File: config.mk
export PLATFORM = sky130hd
export DESIGN_NAME = tick_scheduler
export DESIGN_NICKNAME = d
export VERILOG_FILES = /design/src/rtl/tick_scheduler.sv
export SDC_FILE = /design/constraint.sdc
export NUM_CORES = 1
export LEC_CHECK = 0
export BUFFER_PORTS_ARGS = -buffer_cell sky130_fd_sc_hd__buf_4
export CORE_ASPECT_RATIO = 1.25
export CORE_MARGIN = 4
export CORE_UTILIZATION = 25
export CTS_BUF_LIST = sky130_fd_sc_hd__clkbuf_8
export CTS_CLUSTER_DIAMETER = 50
export DETAILED_ROUTE_END_ITERATION = 12
export GPL_TIMING_DRIVEN = 0
export SLEW_MARGIN = 20
export SYNTH_ARGS = -nofsm -noshare
export SYNTH_HDL_FRONTEND = slang
export SYNTH_SLANG_ARGS = --single-unit
export TNS_END_PERCENT = 5
File: constraint.sdc
create_clock -name clk_in -period 3.6 [get_ports clk_in]
set_input_delay 0.36 -clock clk_in [delete_from_list [all_inputs] [get_ports clk_in]]
set_output_delay 0.36 -clock clk_in [all_outputs]
set_load 0.02 [all_outputs]
File: src/rtl/tick_scheduler.sv
// Shared base-tick prescaler feeding a bank of countdown channels that emit
// single-cycle expire enables in the clk_in domain.
module tick_scheduler #(
    parameter logic [31:0] DIVISOR  = 32'd100000000,
    parameter int          CHANNELS = 4,
    parameter int          CNT_W    = 16,
    localparam int         CHAN_W   = (CHANNELS > 1) ? $clog2(CHANNELS) : 1
) (
    input  logic                clk_in,
    input  logic                rst_n,
    input  logic                cfg_valid,
    output logic                cfg_ready,
    input  logic [CHAN_W-1:0]   cfg_chan,
    input  logic [CNT_W-1:0]    cfg_count,
    input  logic                cfg_periodic,
    input  logic                cfg_stop,
    output logic                tick_out,
    output logic [CHANNELS-1:0] expire,
    output logic [CHANNELS-1:0] active
);

    typedef enum logic {
        CH_IDLE = 1'b0,
        CH_RUN  = 1'b1
    } chan_state_e;

    logic [31:0]          cnt_q, cnt_d;
    logic                 tick_q, tick_d;
    logic                 ready_q;
    logic [CHANNELS-1:0]  expire_q, expire_d;
    logic                 cfg_fire;

    chan_state_e          state_q  [CHANNELS];
    chan_state_e          state_d  [CHANNELS];
    logic [CNT_W-1:0]     reload_q [CHANNELS];
    logic [CNT_W-1:0]     reload_d [CHANNELS];
    logic [CNT_W-1:0]     remain_q [CHANNELS];
    logic [CNT_W-1:0]     remain_d [CHANNELS];
    logic                 per_q    [CHANNELS];
    logic                 per_d    [CHANNELS];

    // cfg handshake: a request transfers on any rising edge with
    // cfg_valid && cfg_ready; cfg_ready holds high from the first edge after
    // reset, so one config can transfer every cycle.
    assign cfg_fire  = cfg_valid && ready_q;
    assign cfg_ready = ready_q;
    assign tick_out  = tick_q;
    assign expire    = expire_q;

    always_comb begin
        cnt_d  = (cnt_q == DIVISOR - 32'd1) ? 32'd0 : cnt_q + 32'd1;
        tick_d = (cnt_q == DIVISOR - 32'd1);
    end

    always_comb begin
        for (int i = 0; i < CHANNELS; i++) begin
            state_d[i]  = state_q[i];
            reload_d[i] = reload_q[i];
            remain_d[i] = remain_q[i];
            per_d[i]    = per_q[i];
            expire_d[i] = 1'b0;
            active[i]   = (state_q[i] == CH_RUN);

            // A config on this channel swallows a coincident tick entirely.
            if (cfg_fire && (cfg_chan == CHAN_W'(i))) begin
                if (cfg_stop || (cfg_count == '0)) begin
                    state_d[i] = CH_IDLE;
                end else begin
                    state_d[i]  = CH_RUN;
                    reload_d[i] = cfg_count;
                    remain_d[i] = cfg_count;
                    per_d[i]    = cfg_periodic;
                end
            end else if (tick_q && (state_q[i] == CH_RUN)) begin
                if (remain_q[i] > CNT_W'(1)) begin
                    remain_d[i] = remain_q[i] - CNT_W'(1);
                end else begin
                    expire_d[i] = 1'b1;
                    if (per_q[i]) begin
                        remain_d[i] = reload_q[i];
                    end else begin
                        state_d[i] = CH_IDLE;
                    end
                end
            end
        end
    end

    always_ff @(posedge clk_in or negedge rst_n) begin
        if (!rst_n) begin
            cnt_q    <= 32'd0;
            tick_q   <= 1'b0;
            ready_q  <= 1'b0;
            expire_q <= '0;
            for (int i = 0; i < CHANNELS; i++) begin
                state_q[i]  <= CH_IDLE;
                reload_q[i] <= '0;
                remain_q[i] <= '0;
                per_q[i]    <= 1'b0;
            end
        end else begin
            cnt_q    <= cnt_d;
            tick_q   <= tick_d;
            ready_q  <= 1'b1;
            expire_q <= expire_d;
            for (int i = 0; i < CHANNELS; i++) begin
                state_q[i]  <= state_d[i];
                reload_q[i] <= reload_d[i];
                remain_q[i] <= remain_d[i];
                per_q[i]    <= per_d[i];
            end
        end
    end

endmodule

==> results.md, run 1 <==
- The flow ran to the end, and the final reports show no timing, DRC or antenna violations.
- Setup violations remaining at the end of the flow were counted as 0.
- The area share of the largest cell type after synthesis is 47.0%.
- From synthesis to final layout, the design area changed by 12.8%.
- The synthesized netlist devotes 23.4% of its cell area to simple gates.
- The first routing iteration left 655 violations.
- Yosys attributes the largest share of cell area to dfrtp_1 (47%), nand2_1 (8.1%), xnor2_1 (4.3%).
- Across the routed clock network, the largest skew measured is 23.4 ps.
- No sink is reached through more buffers than the 2 on the longest clock path.
- The number of placement rows is 78.
- The number of buffers and inverters on the critical path is 2.
- Summing the sequential cell areas from Yosys gives 47.0% of the chip area.
- The die width is 180 µm.
- The share of synthesized cell area in full adder, half adder and majority cells is 1.22%.
- When the netlist entered floorplanning its net count stood at 1070.
- The cell-internal power is 3650 µW.
- The most frequent cell on the critical path is clkbuf_1.
- The final layout contains 1108 nets.
- The fraction of final layout cells with drive strength greater than 1 is 10.1%.
- The leakage component of the power is 0.00443 µW.
- Entering global routing, the biggest net connects 93 pins.
- The required time of the worst setup path is 4010 ps.
- The reg2reg setup slack is 700 ps.
- At the pin with the least slew margin, the transition time is 998 ps.
- The post-synthesis compound-gate area fraction is 13.5%.
- The number of ports placed on the die boundary is 33.
- The path type of the worst setup path is in2reg.
- The average vias per placed instance is 4.98.
- The worst path in the final design needs a cycle of 3150 ps, including I/O delays and setup.
- The category of cells accounting for the largest share of critical-path delay is compound AO/OA/AOI/OAI gates.
- The number of non-filler instances in the completed layout is 1569.
- The most frequently used flop master after synthesis is dfrtp_1.
- The total global routing overflow is 0.
- The initial antenna violation count is 2.
- The synthesized design contains 0 enable-type register cells.
- The worst setup path is launched from a primary input.
- 0 antenna diodes ended up in the layout.
- After detailed routing, the average wire length per cell comes to 16.3 µm.
- Across the VDD grid, the largest voltage drop is 0.000238 V.
- The number of instances in the synthesized netlist is 1038.
- After clock tree synthesis, the clock-pin slew on the worst setup and hold paths is 110 ps.
- The signal on the critical path passes through clkbuf_1 > nor4_1 > a41oi_1 > nand2_1 > o21ai_1 > clkbuf_1 > a21oi_1 > a31oi_1.
- The final setup TNS is 0 ps.
- Clock tree synthesis found a total of 174 sinks.
- After clock tree synthesis, the setup repair step added 0 buffers.
- For this run, asynchronously set or reset flops after synthesis account for 100%.
- After detailed placement, the design holds a cell count of 1536.
- The combinational group share of total power is 26.8%.
- In this run the vertical extent of the chip is 223 µm.
- Before antenna repair, the detailed router went through 5 iterations.
- Of the available clock period, the critical path in the final layout requires 87.6%.
- The count of buffers added on input and output ports is 16.
- Setup repair after global routing left no endpoint under its margin.
- For this configuration, the core starts out at a cell density of 25.4%.
- Of all nets on the critical path, the largest fanout is 10.
- The mean cell area of the mapped netlist is 8.92 µm².
- Detailed placement finished with a half-perimeter wire length of 17300 µm.
- The post-synthesis instance area is 9260 µm².
- The fraction of power consumed by the clock network is 24.2%.
- The area of the core region is 36400 µm².
- The later pin in the worst-skew pair is clocked with a latency of 480 ps.
- The kind of end point of the critical path is a flip-flop.
- In this run the power spent charging and discharging nets is 1990 µW.
- The highest-delay cell along the critical path is a41oi_1.
- The count of antenna-violating nets left after detailed routing is 0.
- Based on the critical path, the design can be clocked at up to 317 MHz.
- The max-cap check violation count is 0.
- The worst slew slack as a fraction of its limit is 33.5%.
- Dividing total power by cell area gives a power density of 540 nW/µm².
- The congestion estimate from routability-driven global placement came to 0.894.
- Of all cell types, the one taking the most synthesized area is dfrtp_1.
- The worst hold path class is in2reg.
- The portion of synthesized area spent on multiplexers is 4.23%.
- The fraction of power consumed by sequential logic is 49.1%.
- The total wire length after detailed routing is 25600 µm.
- The global-route wire length before repair is 41600 µm.
- The H-tree was split into 4 levels.
- The delay contributed by the slowest stage of the critical path is 730 ps.
- After synthesis the netlist holds a flip-flop and latch count of 174.
- The global-route usage over all layers is 12.7%.
- The number of global-route vias before repair is 7690.
- The number of hold violations in the final report is 0.
- The number of max-slew violations in the final report is 0.
- The most used standard cell by instance count after synthesis is nand2_1.
- Yosys printed 0 warnings.
- The switching share of power is 35.3%.
- For this run, design rule violations remaining after detail routing come to 0.
- The area share of xor/xnor cells in the synthesized design is 6.71%.
- The clock root buffer master is clkbuf_8.
- The number of buffers created by CTS is 17.
- The main combinational cell family by area after synthesis is simple AND/OR/NAND/NOR gates.
- The final route contains 7812 vias.
- The data arrival time at the worst-slack endpoint is 3560 ps.
- The die covers 40200 µm².
- The count of different cell masters after synthesis is 66.
- TritonCTS built the clock tree.
- Sorting the synthesized cells by how often they occur yields nand2_1 (200), dfrtp_1 (174), nor2_1 (98).
==> logic make-up (layout without fill, tap and decap cells) <==
logic type / Yosys count / in the layout
xor+xnor: 71 / 71
other cells: 1 / 1
simple gates: 471 / 471
flops: 174 / 174
mux: 35 / 35
compound gates: 191 / 191
buf+inv: 86 / 137
fa+ha+maj: 9 / 9
==> cell usage in the layout, fill, tap and decap left out, drive strengths merged, types with 9 or more instances in the layout <==
cell type and count:
buf 35, nand3 29, dfrtp 174, xor2 26, or3 11, nand2 200
mux2 33, or4 11, a21oi 45, a211oi 10, o21ai 25, nor4 19
ha 9, a31oi 28, clkbuf 72, a21o 14, and3 12, nor3 47
xnor2 45, nor2 99, or2 9, o211ai 33, inv 24
==> layout make-up <==
class / count / area [µm²]
Fill cell: 3844 / 26000
Multi-Input combinational cell: 778 / 4560
Sequential cell: 174 / 4350
Tap cell: 480 / 601
Buffer: 71 / 302
Clock buffer: 18 / 248
Timing Repair Buffer: 19 / 193
Clock inverter: 14 / 133
Inverter: 15 / 56.3
==> registers in the layout (all words and copies together) (netlist names) <==
name       count
active         4
cfg_ready      1
cnt_q         32
expire         4
per_q          4
reload_q      64
remain_q      64
tick_out       1
==> what timing repair did <==
item / in CTS / in global routing
gates resized for setup: 0 / 0
endpoints found under the setup margin: 0 / 0
endpoints found under the hold margin: 95 / 0
hold buffers: 1 / 0
==> power by group through the flow <==
| stage | clock, µW | combinational, µW | sequential [µW] |
|---|---|---|---|
| 6_report | 1360 | 1510 | 2770 |
| 5_1_grt | 1490 | 1720 | 2830 |
| 4_1_cts | 1410 | 1520 | 2760 |
| 3_5_place_dp | 0 | 1520 | 2790 |
| 3_3_place_gp | 0 | 1470 | 2780 |
| 2_1_floorplan | 0 | 1180 | 2690 |
==> worst paths after layout <==
kind | start | end | cells past startpoint
setup reg to reg | cfg_ready | remain_q[31] | 7
hold reg to reg | cnt_q[0] | cnt_q[0] | 1
setup / recovery | cfg_count[7] | remain_q[31] | 8
min in group asynchronous | rst_n | cnt_q[27] | 2
hold / removal | cfg_periodic | per_q[0] | 3
max in group asynchronous | rst_n | remain_q[63] | 4
==> routing by layer <==
layer | part of all wire, % | GRT usage, % | wire length [µm]
met5 | 0.086 | 0 | 22
met4 | 3.9 | 5.78 | 1010
met3 | 5.4 | 2.59 | 1370
met2 | 48 | 21.2 | 12200
met1 | 43 | 15.9 | 11000
==> stage by stage <==
stage	cell area [µm²]	power [µW]	worst slack, ps	util, %	hold WS (ps)
after floorplan	9260	3870	1110	-	64.4
after global placement	9980	4250	59.4	27.4	452
after detailed placement	10100	4310	86.8	27.6	154
after CTS	10400	5690	590	28.7	137
after global routing	10400	6040	385	28.7	144
final	10400	5650	448	28.7	159
==> worst register-to-register path, cell delays in order, from the launching register on <==
cell and delay, ps:
dfrtp_1 440, nand3_1 150, nor2_1 610, nand2_1 470, o21ai_1 410, clkbuf_1 470, a21oi_1 130, a31oi_1 160
(Power assumes the default switching activity.)
==> inputs of run 2 (changes only) <==
--- a/config.mk
+++ b/config.mk
@@ -5,9 +5,10 @@
 export SDC_FILE = /design/constraint.sdc
 export NUM_CORES = 1
 export LEC_CHECK = 0
+export ABC_AREA = 1
 export BUFFER_PORTS_ARGS = -buffer_cell sky130_fd_sc_hd__buf_4
 export CORE_ASPECT_RATIO = 1.25
-export CORE_MARGIN = 4
+export CORE_MARGIN = 3
 export CORE_UTILIZATION = 25
 export CTS_BUF_LIST = sky130_fd_sc_hd__clkbuf_8
 export CTS_CLUSTER_DIAMETER = 50
==> run 2 against run 1 <==
  * Cell count rose by 41%
  * Utilization up 0.15 points
  * Die area grew 12%
  * Sequential cell count unchanged
==> results.md, run 2 <==
- The net count after synthesis is 1634.
- The library cell occupying the most area in the post-synthesis netlist is dfrtp_1.
- The clock passes through at most 2 buffers.
- The number of global-route vias before repair is 9938.
- Net switching is 44.5% of the power.
- The clock tree from TritonCTS is yes.
- Before CTS, the worst setup slack after placement is 1290 ps.
- The number of instances in the synthesized netlist is 1602.
- The critical path startpoint category is a flip-flop.
- In the layout the commonest cells are nand2_1 (600), nor2_1 (180), nand3_1 (177).
- The max-cap check violation count is 0.
- After synthesis, the largest family of logic cells by area is simple AND/OR/NAND/NOR gates.
- The post-cts sizing count is 0.
- Setup repair after global routing left no endpoint under its margin.
- Of the total synthesized cell area, the portion taken by XOR and XNOR cells is 2.63%.
- The worst hold-check slack is 161 ps.
- The H-tree depth is 4.
- The detailed-router iteration count before antenna repair is 6.
- The ratio of final minimum period to clock period is 65.4%.
- The global-route wire length before repair is 51800 µm.
- The clock latency on the worst-skew pair is 490 ps.
- Sequential elements use 40.9% of the synthesized area.
- The cell area that synthesis handed to floorplanning was 10600 µm².
- The fraction of power consumed by the clock network is 19.6%.
- The total overflow left after global routing is 0.
- The run finished with clean final reports.
- The number of hold violations in the final report was 0.
- The die is 191 µm wide.
- The routability congestion estimate is 0.914.
- The number of enable-type register cells in the synthesized netlist is 0.
- The starting density of the core is 25.6%.
- The share of synthesized cell area in full adder, half adder and majority cells is 1.06%.
- In the final layout, the registers with the most flip-flops are reload_q (64), remain_q (64), cnt_q (32).
- The kind of end point of the critical path is a flip-flop.
- The number of ports placed on the die boundary is 33.
- The maximum clock frequency is 425 MHz.
- The mean routed wirelength per cell is 14.7 µm.
- Combinational logic is responsible for 41.5% of the overall power.
- Summing over every cut layer, the via total after detailed routing is 10400.
- The tightest min-delay check is of the in2reg type.
- After synthesis, the most frequently instantiated cells are nand2_1 (600), nor2_1 (180), nand3_1 (177).
- The register bit count reported by yosys is 174.
- The tree is rooted in a clkbuf_8.
- Of the total synthesized cell area, the portion taken by AND, OR, NAND and NOR gates is 40.7%.
- The worst setup margin is 1240 ps.
- The die covers 45100 µm².
- In this run, the number of DRC markers left after iteration 0 of detailed routing was 905.
- Entering global routing, the biggest net connects 99 pins.
- Clock-pin slew was measured on the worst setup and hold paths at 110 ps.
- The most used standard cell by instance count after synthesis is nand2_1.
- In this run the core area contains 83 standard-cell rows.
- The mean cell area of the mapped netlist is 6.64 µm².
- Counting the fill cells in the layout gives 4619.
- Once detailed placement completed, the half-perimeter wirelength came to 24000 µm.
- The worst-case IR drop observed on VDD is 0.000230 V.
- The total DRC errors in the routed layout is 0.
- In the routed layout, each cell is associated on average with a via count of 4.68.
- The global-route usage over all layers is 14.4%.
- Of the total power, registers draw 38.9%.
- The maximum fanout count along the critical path is 10.
- In this run the remaining antenna-violating nets after routing total 0.
- The initial antenna violation count is 1.
- The layout net count is 1683.
- The total power per unit cell area is 614 nW/µm².
- The path type of the worst setup path is reg2reg.
- The setup skew after layout is 15.6 ps.
- The final layout contains routed wiring with a total length of 32600 µm.
- The worst slew slack as a fraction of its limit is 50.5%.
- For the pin with the worst max-slew slack, the measured transition is 742 ps.
- The number of post-CTS setup repair buffers is 0.
- Yosys printed 0 warnings.
- Buffers inserted to repair hold after CTS numbered 1.
- Setup violations remaining at the end of the flow were counted as 0.
- The fraction of final layout cells with drive strength greater than 1 is 7.09%.
- The die is 237 µm tall.
- The number of diodes added for antenna fixing is 0.
- The area of the core region is 41500 µm².
- Summing the areas of all compound-gate instances in the mapped netlist gives 5.99% of the synthesized area.
- The multiplexer fraction of the synthesized cell area is 0%.
- The async set-reset flop share out of synthesis is 100%.
- The area share of the largest cell type after synthesis is 40.9%.
- The leading cell type in the layout, fill and taps excluded is nand2_1.
- The number of buffer cells added on primary ports is 28.
- The total clock sinks is 174.
- The leakage component of the power is 0.00615 µW.
- The data arrival time at the worst-slack endpoint is 2740 ps.
- By area the synthesized netlist is led by dfrtp_1 (41%), nand2_1 (21%), nand3_1 (8.3%).
- At the worst endpoint, the required time is 3990 ps.
- The number of max-slew violations in the final report is 0.
- The most frequently used flop master after synthesis is dfrtp_1.
- For this design the total switching power over the nets is 3280 µW.
- In this run, distinct cell masters in the synthesized netlist total 33.
- Compared with the post-synthesis result, the final layout area differs by 12.6%.
- The minimum clock period is 2360 ps.
- The final setup TNS is 0 ps.
- The number of buffers created by CTS is 17.
- Cell internal power was estimated by the tool at 4080 µW.
run 2: cell types whose count changed in the layout (fill, tap and decap cells not counted), moves of 29 or more:
cell / change
mux2_2: -33
o21ai_0: +83
xnor2_1: -38
nand3_1: +148
a21oi_1: -29
clkbuf_1: -33
nor2_1: +82
inv_1: +158
nand2_1: +400
run 2: per-layer routing:
metal | vias to the layer above | track usage (%) | wire length [µm]
met5 | - | 0 | 20
met4 | 2 | 5.18 | 794
met3 | 61 | 2.21 | 1530
met2 | 301 | 25.3 | 16300
met1 | 4889 | 17.8 | 14000
li1 | 5111 | - | -
run 2: final timing paths:
path / startpoint / endpoint / slack, ps / depth (start not counted)
worst max-delay path: remain_q[48] / remain_q[59] / 1240 / 10
worst min-delay path: cfg_periodic / per_q[2] / 160 / 3
worst max register to register: remain_q[48] / remain_q[59] / 1240 / 10
worst min register to register: reload_q[25] / reload_q[25] / 490 / 2
max in group asynchronous: rst_n / remain_q[26] / 2270 / 3
min in group asynchronous: rst_n / remain_q[13] / 430 / 2
run 2: layout make-up:
class                      count  area [µm²]  area share (%)
multi-input combinational   1198        5370            44.8
sequential                   174        4350            36.3
inverter                     184         692            5.77
tap                          552         691            5.76
timing repair buffer          30         255            2.13
clock buffer                  17         234            1.95
buffer                        46         234            1.95
clock inverter                15         163            1.36
run 2: cells by family after synthesis:
logic type	Yosys count
adder cells (fa/ha/maj)	9
AND/OR/NAND/NOR	1033
flip-flops	174
AO/OA/AOI/OAI	123
buffers and inverters	230
other	1
XOR/XNOR	32
run 2: critical path, cell delays in order, from the launching register on:
cell and delay (ps):
dfrtp_1 430, inv_1 130, ha_1 270, o21ai_0 110, nor2_1 380, nand2_2 240
buf_2 270, nand3_1 140, nand3_1 70, nand3_1 140, nand2_1 60
run 2: power groups by stage:
stage / Sequential (µW) / Combinational [µW] / Clock (µW)
floorplan: 2750 / 2360 / 0
finish: 2860 / 3050 / 1440
detailed placement: 2880 / 3030 / 0
global route: 2920 / 3550 / 1550
global placement: 2880 / 2990 / 0
CTS: 2850 / 3040 / 1480
run 2: per-stage QoR:
step | utilization [%] | power (µW) | cells | area (µm²)
finish | 28.9 | 7360 | 2216 | 12000
global route | 28.9 | 8030 | 2216 | 12000
CTS | 28.9 | 7380 | 2216 | 12000
detailed placement | 27.9 | 5920 | 2183 | 11600
global placement | 27.8 | 5870 | 2182 | 11500
floorplan | - | 5110 | 1602 | 10600
